$ cat src/rtl/pix_stream_proc_pkg.sv
// -----------------------------------------------------------------------------
// pix_stream_proc_pkg
// Shared definitions for the pixel stream processor:
//   - mode_t  : grey-level operator selection
//   - state_t : sequencer state encoding
//   - r_lo/g_lo/b_lo : bit offsets of the R/G/B channels in a packed
//                      {R,G,B} pixel, as functions of the channel width
// -----------------------------------------------------------------------------
package pix_stream_proc_pkg;

   typedef enum logic [1:0] {
      MODE_LUMA  = 2'b00,
      MODE_THR   = 2'b01,
      MODE_INV   = 2'b10,
      MODE_RCOPY = 2'b11
   } mode_t;

   typedef enum logic [1:0] {
      ST_IDLE  = 2'b00,
      ST_RUN   = 2'b01,
      ST_DRAIN = 2'b10,
      ST_DONE  = 2'b11
   } state_t;

   function automatic int r_lo(input int ch_w);
      return 2 * ch_w;
   endfunction

   function automatic int g_lo(input int ch_w);
      return ch_w;
   endfunction

   function automatic int b_lo(input int ch_w);
      return 0 * ch_w;
   endfunction

endpackage

$ cat src/rtl/pix_stream_proc_op.sv
// -----------------------------------------------------------------------------
// pix_op
// Purely combinational grey-level operator.
//   pix       in  3*CH_W  packed {R,G,B} source pixel
//   mode      in  mode_t  operator selection
//   threshold in  CH_W    compare level (threshold mode and y_hi flag)
//   y_out     out CH_W    operator result Y'
//   y_hi      out 1       luma Y >= threshold, independent of mode
// -----------------------------------------------------------------------------
module pix_op
   import pix_stream_proc_pkg::*;
#(
   parameter int CH_W = 8
) (
   input  logic [3*CH_W-1:0] pix,
   input  mode_t             mode,
   input  logic [CH_W-1:0]   threshold,
   output logic [CH_W-1:0]   y_out,
   output logic              y_hi
);

   localparam int R_LO = r_lo(CH_W);
   localparam int G_LO = g_lo(CH_W);
   localparam int B_LO = b_lo(CH_W);

   logic [CH_W-1:0] r;
   logic [CH_W-1:0] g;
   logic [CH_W-1:0] b;
   logic [CH_W-1:0] y;

   // (R + 2G + B) >> 2; the CH_W+2-bit sum cannot overflow (max 4*(2^CH_W-1)).
   function automatic logic [CH_W-1:0] luma(input logic [CH_W-1:0] r_c,
                                             input logic [CH_W-1:0] g_c,
                                             input logic [CH_W-1:0] b_c);
      logic [CH_W+1:0] sum;
      sum = {2'b00, r_c} + {1'b0, g_c, 1'b0} + {2'b00, b_c};
      return sum[CH_W+1:2];
   endfunction

   always_comb begin
      r     = pix[R_LO +: CH_W];
      g     = pix[G_LO +: CH_W];
      b     = pix[B_LO +: CH_W];
      y     = luma(r, g, b);
      y_hi  = (y >= threshold);
      y_out = y;
      case (mode)
         MODE_THR:   y_out = y_hi ? '1 : '0;
         MODE_INV:   y_out = ~y;
         MODE_RCOPY: y_out = r;
         default:    y_out = y;
      endcase
   end

endmodule

$ cat src/rtl/pix_stream_proc.sv
// -----------------------------------------------------------------------------
// pix_stream_proc
// Streams len pixels from a synchronous-read source RAM through a grey-level
// operator into a destination RAM at one pixel per clock.
//   clk, reset (sync, active-low)
//   start/abort            run control; start sampled only in IDLE
//   base_addr, len, mode, threshold   run configuration, latched on start
//   src_addr / src_data    source RAM read port (data RD_LAT cycles later)
//   dst_we/dst_addr/dst_data  destination RAM write port (registered)
//   busy, done, pix_cnt    status
// Optional: define PIX_STREAM_STATS_EN to add hist_hi, a count of written
// pixels whose luma is >= threshold.
// -----------------------------------------------------------------------------
module pix_stream_proc
   import pix_stream_proc_pkg::*;
#(
   parameter int ADDR_BITS = 15,
   parameter int CH_W      = 8,
   parameter int RD_LAT    = 1
) (
   input  logic                 clk,
   input  logic                 reset,
   input  logic                 start,
   input  logic                 abort,
   input  logic [ADDR_BITS-1:0] base_addr,
   input  logic [ADDR_BITS-1:0] len,
   input  logic [1:0]           mode,
   input  logic [CH_W-1:0]      threshold,
   output logic [ADDR_BITS-1:0] src_addr,
   input  logic [3*CH_W-1:0]    src_data,
   output logic                 dst_we,
   output logic [ADDR_BITS-1:0] dst_addr,
   output logic [3*CH_W-1:0]    dst_data,
   output logic                 busy,
   output logic                 done,
   output logic [ADDR_BITS-1:0] pix_cnt
`ifdef PIX_STREAM_STATS_EN
   ,
   output logic [ADDR_BITS-1:0] hist_hi
`endif
);

   localparam logic [ADDR_BITS-1:0] ONE = ADDR_BITS'(1);

   state_t               state;
   state_t               state_nxt;
   logic                 start_ok;
   logic                 last_issue;
   logic                 drained;

   logic [ADDR_BITS-1:0] len_q;
   mode_t                mode_q;
   logic [CH_W-1:0]      thr_q;
   logic [ADDR_BITS-1:0] rd_idx;

   // One valid/address slot per cycle of source read latency.
   logic [RD_LAT-1:0]    rd_vld_p;
   logic [ADDR_BITS-1:0] rd_addr_p [RD_LAT];

   logic [CH_W-1:0]      y_op;
   logic                 y_hi;

   assign start_ok = (state == ST_IDLE) && start && !abort;

   // ---- state register ----
   always_ff @(posedge clk) begin
      if (!reset) state <= ST_IDLE;
      else        state <= state_nxt;
   end

   // ---- next state / status decode ----
   always_comb begin
      state_nxt  = state;
      busy       = 1'b0;
      done       = 1'b0;
      last_issue = (rd_idx == (len_q - ONE));
      drained    = ~|rd_vld_p;
      case (state)
         ST_IDLE: begin
            if (start) state_nxt = (len == '0) ? ST_DONE : ST_RUN;
         end
         ST_RUN: begin
            busy = 1'b1;
            if (last_issue) state_nxt = ST_DRAIN;
         end
         ST_DRAIN: begin
            busy = 1'b1;
            // The last write is on dst_we this cycle once nothing is in flight.
            if (drained) state_nxt = ST_DONE;
         end
         ST_DONE: begin
            done      = 1'b1;
            state_nxt = ST_IDLE;
         end
         default: state_nxt = ST_IDLE;
      endcase
      if (abort) state_nxt = ST_IDLE;
   end

   // ---- run configuration (data, no reset) ----
   always_ff @(posedge clk) begin
      if (start_ok) begin
         len_q  <= len;
         mode_q <= mode_t'(mode);
         thr_q  <= threshold;
      end
   end

   // ---- stage p0: read issue ----
   always_ff @(posedge clk) begin
      if (!reset) begin
         src_addr <= '0;
         rd_idx   <= '0;
         rd_vld_p <= '0;
      end else begin
         if (start_ok) begin
            src_addr <= base_addr;
            rd_idx   <= '0;
         end else if ((state == ST_RUN) && !abort) begin
            src_addr <= src_addr + ONE;
            rd_idx   <= rd_idx + ONE;
         end
         rd_vld_p[0] <= (state == ST_RUN) && !abort;
         for (int k = 1; k < RD_LAT; k++) rd_vld_p[k] <= rd_vld_p[k-1] && !abort;
      end
   end

   always_ff @(posedge clk) begin
      rd_addr_p[0] <= src_addr;
      for (int k = 1; k < RD_LAT; k++) rd_addr_p[k] <= rd_addr_p[k-1];
   end

   pix_op #(.CH_W(CH_W)) u_op (
      .pix       (src_data),
      .mode      (mode_q),
      .threshold (thr_q),
      .y_out     (y_op),
      .y_hi      (y_hi)
   );

   // ---- stage p1: operator result registered onto the write port ----
   always_ff @(posedge clk) begin
      if (!reset) begin
         dst_we   <= 1'b0;
         dst_addr <= '0;
         dst_data <= '0;
         pix_cnt  <= '0;
      end else begin
         dst_we <= rd_vld_p[RD_LAT-1] && !abort;
         if (rd_vld_p[RD_LAT-1] && !abort) begin
            dst_addr <= rd_addr_p[RD_LAT-1];
            dst_data <= {3{y_op}};
         end
         // A write presented at the abort edge still lands, so it is counted.
         if (start_ok)    pix_cnt <= '0;
         else if (dst_we) pix_cnt <= pix_cnt + ONE;
      end
   end

`ifdef PIX_STREAM_STATS_EN
   logic hi_p1;

   always_ff @(posedge clk) begin
      if (rd_vld_p[RD_LAT-1]) hi_p1 <= y_hi;
   end

   always_ff @(posedge clk) begin
      if (!reset)                hist_hi <= '0;
      else if (start_ok)         hist_hi <= '0;
      else if (dst_we && hi_p1)  hist_hi <= hist_hi + ONE;
   end
`else
   logic stats_unused;
   assign stats_unused = y_hi;
`endif

endmodule

$ cat config.mk
export PLATFORM = sky130hd
export DESIGN_NAME = pix_stream_proc
export DESIGN_NICKNAME = d
export VERILOG_FILES = /design/src/rtl/pix_stream_proc_pkg.sv /design/src/rtl/pix_stream_proc_op.sv /design/src/rtl/pix_stream_proc.sv
export SDC_FILE = /design/constraint.sdc
export NUM_CORES = 1
export LEC_CHECK = 0
export BUFFER_PORTS_ARGS = -buffer_cell sky130_fd_sc_hd__buf_2
export CAP_MARGIN = 25
export CORE_UTILIZATION = 32
export DETAILED_ROUTE_END_ITERATION = 12
export PLACE_DENSITY_LB_ADDON = 0.05
export SLEW_MARGIN = 20
export SYNTH_ARGS = -nofsm -noshare
export SYNTH_HDL_FRONTEND = slang
export SYNTH_SLANG_ARGS = --single-unit
export TNS_END_PERCENT = 100
$ cat constraint.sdc
create_clock -name clk -period 4.2 [get_ports clk]
set_clock_uncertainty 0.1 [all_clocks]
set_input_delay 0.84 -clock clk [delete_from_list [all_inputs] [get_ports clk]]
set_output_delay 0.84 -clock clk [all_outputs]
set_load 0.02 [all_outputs]
==> summary.txt <==
Critical path
  – Largest stage delay, worst path: 0.49 ns
  – Top delay family on crit path: adder cells
  – CP Class: in2reg
  – Critical-path cell list: buf_2 > inv_1 > fa_1 > nand3b_1 > fa_1 > nor2b_1 > o21ai_0 > a21boi_1 > o21a_1 > o21a_1 > nor2_1 > ha_1 > nand3_1 > nand2_1 > a21oi_1 > a21oi_1 > buf_4 > nor3_1 > o21ai_0
  – Worst path bufs/invs: 3
  – CP max stage cell: fa_1
  – Worst Setup Start Kind: input port
  – WP data required: 4.38 ns
  – CP Max Fanout: 3
  – Arr. time, crit path: 4.03 ns
  – Worst setup EP type: flip-flop

Routing
  – Remaining antenna violation count: 0
  – Router iterations before antenna repair: 4
  – Via Count: 4773
  – Drt drc: 0
  – WL/cell: 15.2 um
  – Routed WL: 14.7 mm
  – Vias/cell: ~4.9
  – DR iter-0 viols: 194

Synth
  – Synthesized instance count: about 620
  – Largest cells by area after synthesis: dfxtp_1 31%, edfxtp_1 13%, ha_1 5.3%, nand2_1 4.4%, xor2_1 4.3%
  – FFs w/ async S/R, synth: 0%
  – Top-area cell type share of the netlist area: 30.6%
  – Number of flops mapped to enable cells by yosys: 25
  – Mapped Area: around 0.0057 mm2
  – Syn avg cell area: 9.20 um2
  – Warnings from Yosys: 0
  – Yosys top cell by area: dfxtp_1
  – Synth cell types: 59
  – Post-synthesis sequential area ratio: 43.8%
  – Most frequent cell after synthesis: dfxtp_1
  – Synthesized Nets: 719
  – Ys flop type: dfxtp_1
  – Post-synth top cells: 87 x dfxtp_1, 66 x nand2_1, 56 x nor2_1
  – Flops & latches, synth: 112

Placement
  – Placed cells: 950
  – DP Worst Slack: -0.156 ns
  – Cell Area, Placed: 0.00651 mm2
  – Port bufs: 139
  – Post-DP HPWL: between 10 and 15 mm
  – GPL Wtd Cong: 0.827

Power
  – Pwr dens: around 370 mW/mm2
  – Leakage: approximately 2.9 nW
  – Maximum vdd drop: between 0.2 and 0.25 mV
  – Total power: between 2 and 3 mW

GRT
  – First-pass GRT wire length: around 24 mm
  – Total GRT Usage: roughly 17%
  – Initial antenna violation count: 1
  – Number of global-route vias before repair: ~4.6k
  – Largest net degree at the start of global routing: 42
  – Grt ovf: 0

STA
  – Fin worst setup slack: 0.349 ns
  – Worst slew pin tran: 0.899 ns
  – Final setup viols: 0
  – TNS Setup: 0 ns
  – Worst slew margin: 40.1%
  – Count of final max-slew check failures: 0
  – Min cycle time layout: 3.85 ns
  – Fin. Hold Viols: 0
  – Fin crit share: around nine tenths
  – Final Hold Slack: approximately 0.28 ns
  – Max Fclk: 0.260 GHz

Floorplan
  – I/O pin count: 140
  – Die area: 0.0183 mm2
  – Die height: between 100 and 150 um
  – Core outline area: 0.0174 mm2
  – Starting Density: 32.8%
  – Row cnt: 48
  – Die W: between 100 and 150 um

Clocking
  – Total CTS buffers: 9
  – CTS max path bufs: 2
  – Root Driver: clkbuf_16
  – Clk pin slew, worst setup/hold paths: about 0.070 ns
  – CTS tree: done
  – Hold Buf Count CTS: 0
  – Worst skew pair latency: 0.35 ns
  – Clock sinks: 112
  – H-tree levels: 3

Run
  – Max cap viols: 0

Layout
  – Post-route cell area: a little under 0.007 mm2
  – Fin util: 39.7%
  – Final #Nets: 838
  – Proportion of layout cells with a drive suffix above 1: 23.6%
  – Syn-to-layout area delta: 21.0%
  – Final Non-Filler Cells: 969

Min path
  – Min-delay worst type: reg2reg

Status
  – Outcome: finished clean
==> routing by layer <==
layer	share of wire, %	vias to the layer above	track usage (%)
li1	-	2393	-
met5	0	-	0
met1	47	2249	22.0
met2	47	114	27.2
met3	4.6	17	4.19
met4	1.5	0	5.31
==> report_power, final <==
group          switching, mW  internal, mW
Sequential            0.0359          1.14
Combinational          0.220         0.176
Clock                  0.404         0.590
Total                  0.660          1.90
==> logic make-up (layout without fill, tap and decap cells) <==
group           Yosys count  count (layout)  share of synthesized area (%)
mux                       1               1                          0.176
buf+inv                  67             191                           5.67
compound gates          134             134                           15.3
flops                   112             112                           43.8
simple gates            221             221                           18.9
xor+xnor                 52              52                           8.00
other cells               0               1                              0
fa+ha+maj                32              32                           8.09
==> final timing paths <==
path / start / slack [ns] / depth (start not counted) / to
min: src_addr[8] / 0.28 / 0 / rd_addr_p[0][8]
min reg2reg: src_addr[8] / 0.28 / 0 / rd_addr_p[0][8]
max: src_data[1] / 0.35 / 19 / dst_data[19]
max reg2reg: len_q[0] / 1.12 / 8 / state[0]
==> placed cells by master, fill, tap and decap left out, types with 3 or more instances in the layout <==
master     synthesis  final
nand2b_1           6      6
nor3_1             8      8
a21oi_1           28     27
a21boi_0          20     19
and3_1            12     12
and2_1             3      3
a211oi_1           5      5
xor2_1            28     28
fa_1               8      8
inv_1             26     26
o211a_1            3      3
nand3_1           19     19
edfxtp_1          25     25
a21o_1             4      4
o21ai_0           37     37
or3_1              7      7
nor2_1            56     56
and4_1             3      3
dfxtp_1           87     87
o21a_1             5      5
nand4_1           13     13
bufinv_16          0      3
a221oi_1           4      4
o22ai_1            4      4
buf_2              0    139
nand2_1           66     65
xnor2_1           24     24
nor4_1             7      7
ha_1              24     24
a31oi_1            4      4
nor2b_1            7      6
buf_4             19      9
clkbuf_16          0      9
==> layout make-up <==
type / instances / area (um2)
inverters: 26 / 97.6
clock buffers: 9 / 225
multi-input cells: 440 / 2890
clock inverters: 7 / 125
repair buffers: 149 / 778
diodes: 1 / 2.50
flip-flops and latches: 112 / 2490
well taps: 225 / 282
fillers: 1780 / 10500
==> flip-flops by register name, summed over array words and instances, names as in the netlist <==
name	cells
src_addr	15
thr_q	8
dst_data	8
dst_we	1
dst_addr	15
state	2
rd_addr_p	15
pix_cnt	15
rd_idx	15
rd_vld_p	1
len_q	15
mode_q	2
==> what timing repair did <==
action	in CTS	in global routing
resized for setup	0	3
buffers inserted	0	1
endpoints found under the setup margin	0	8
No activity file was read; power rests on OpenSTA's default activity.
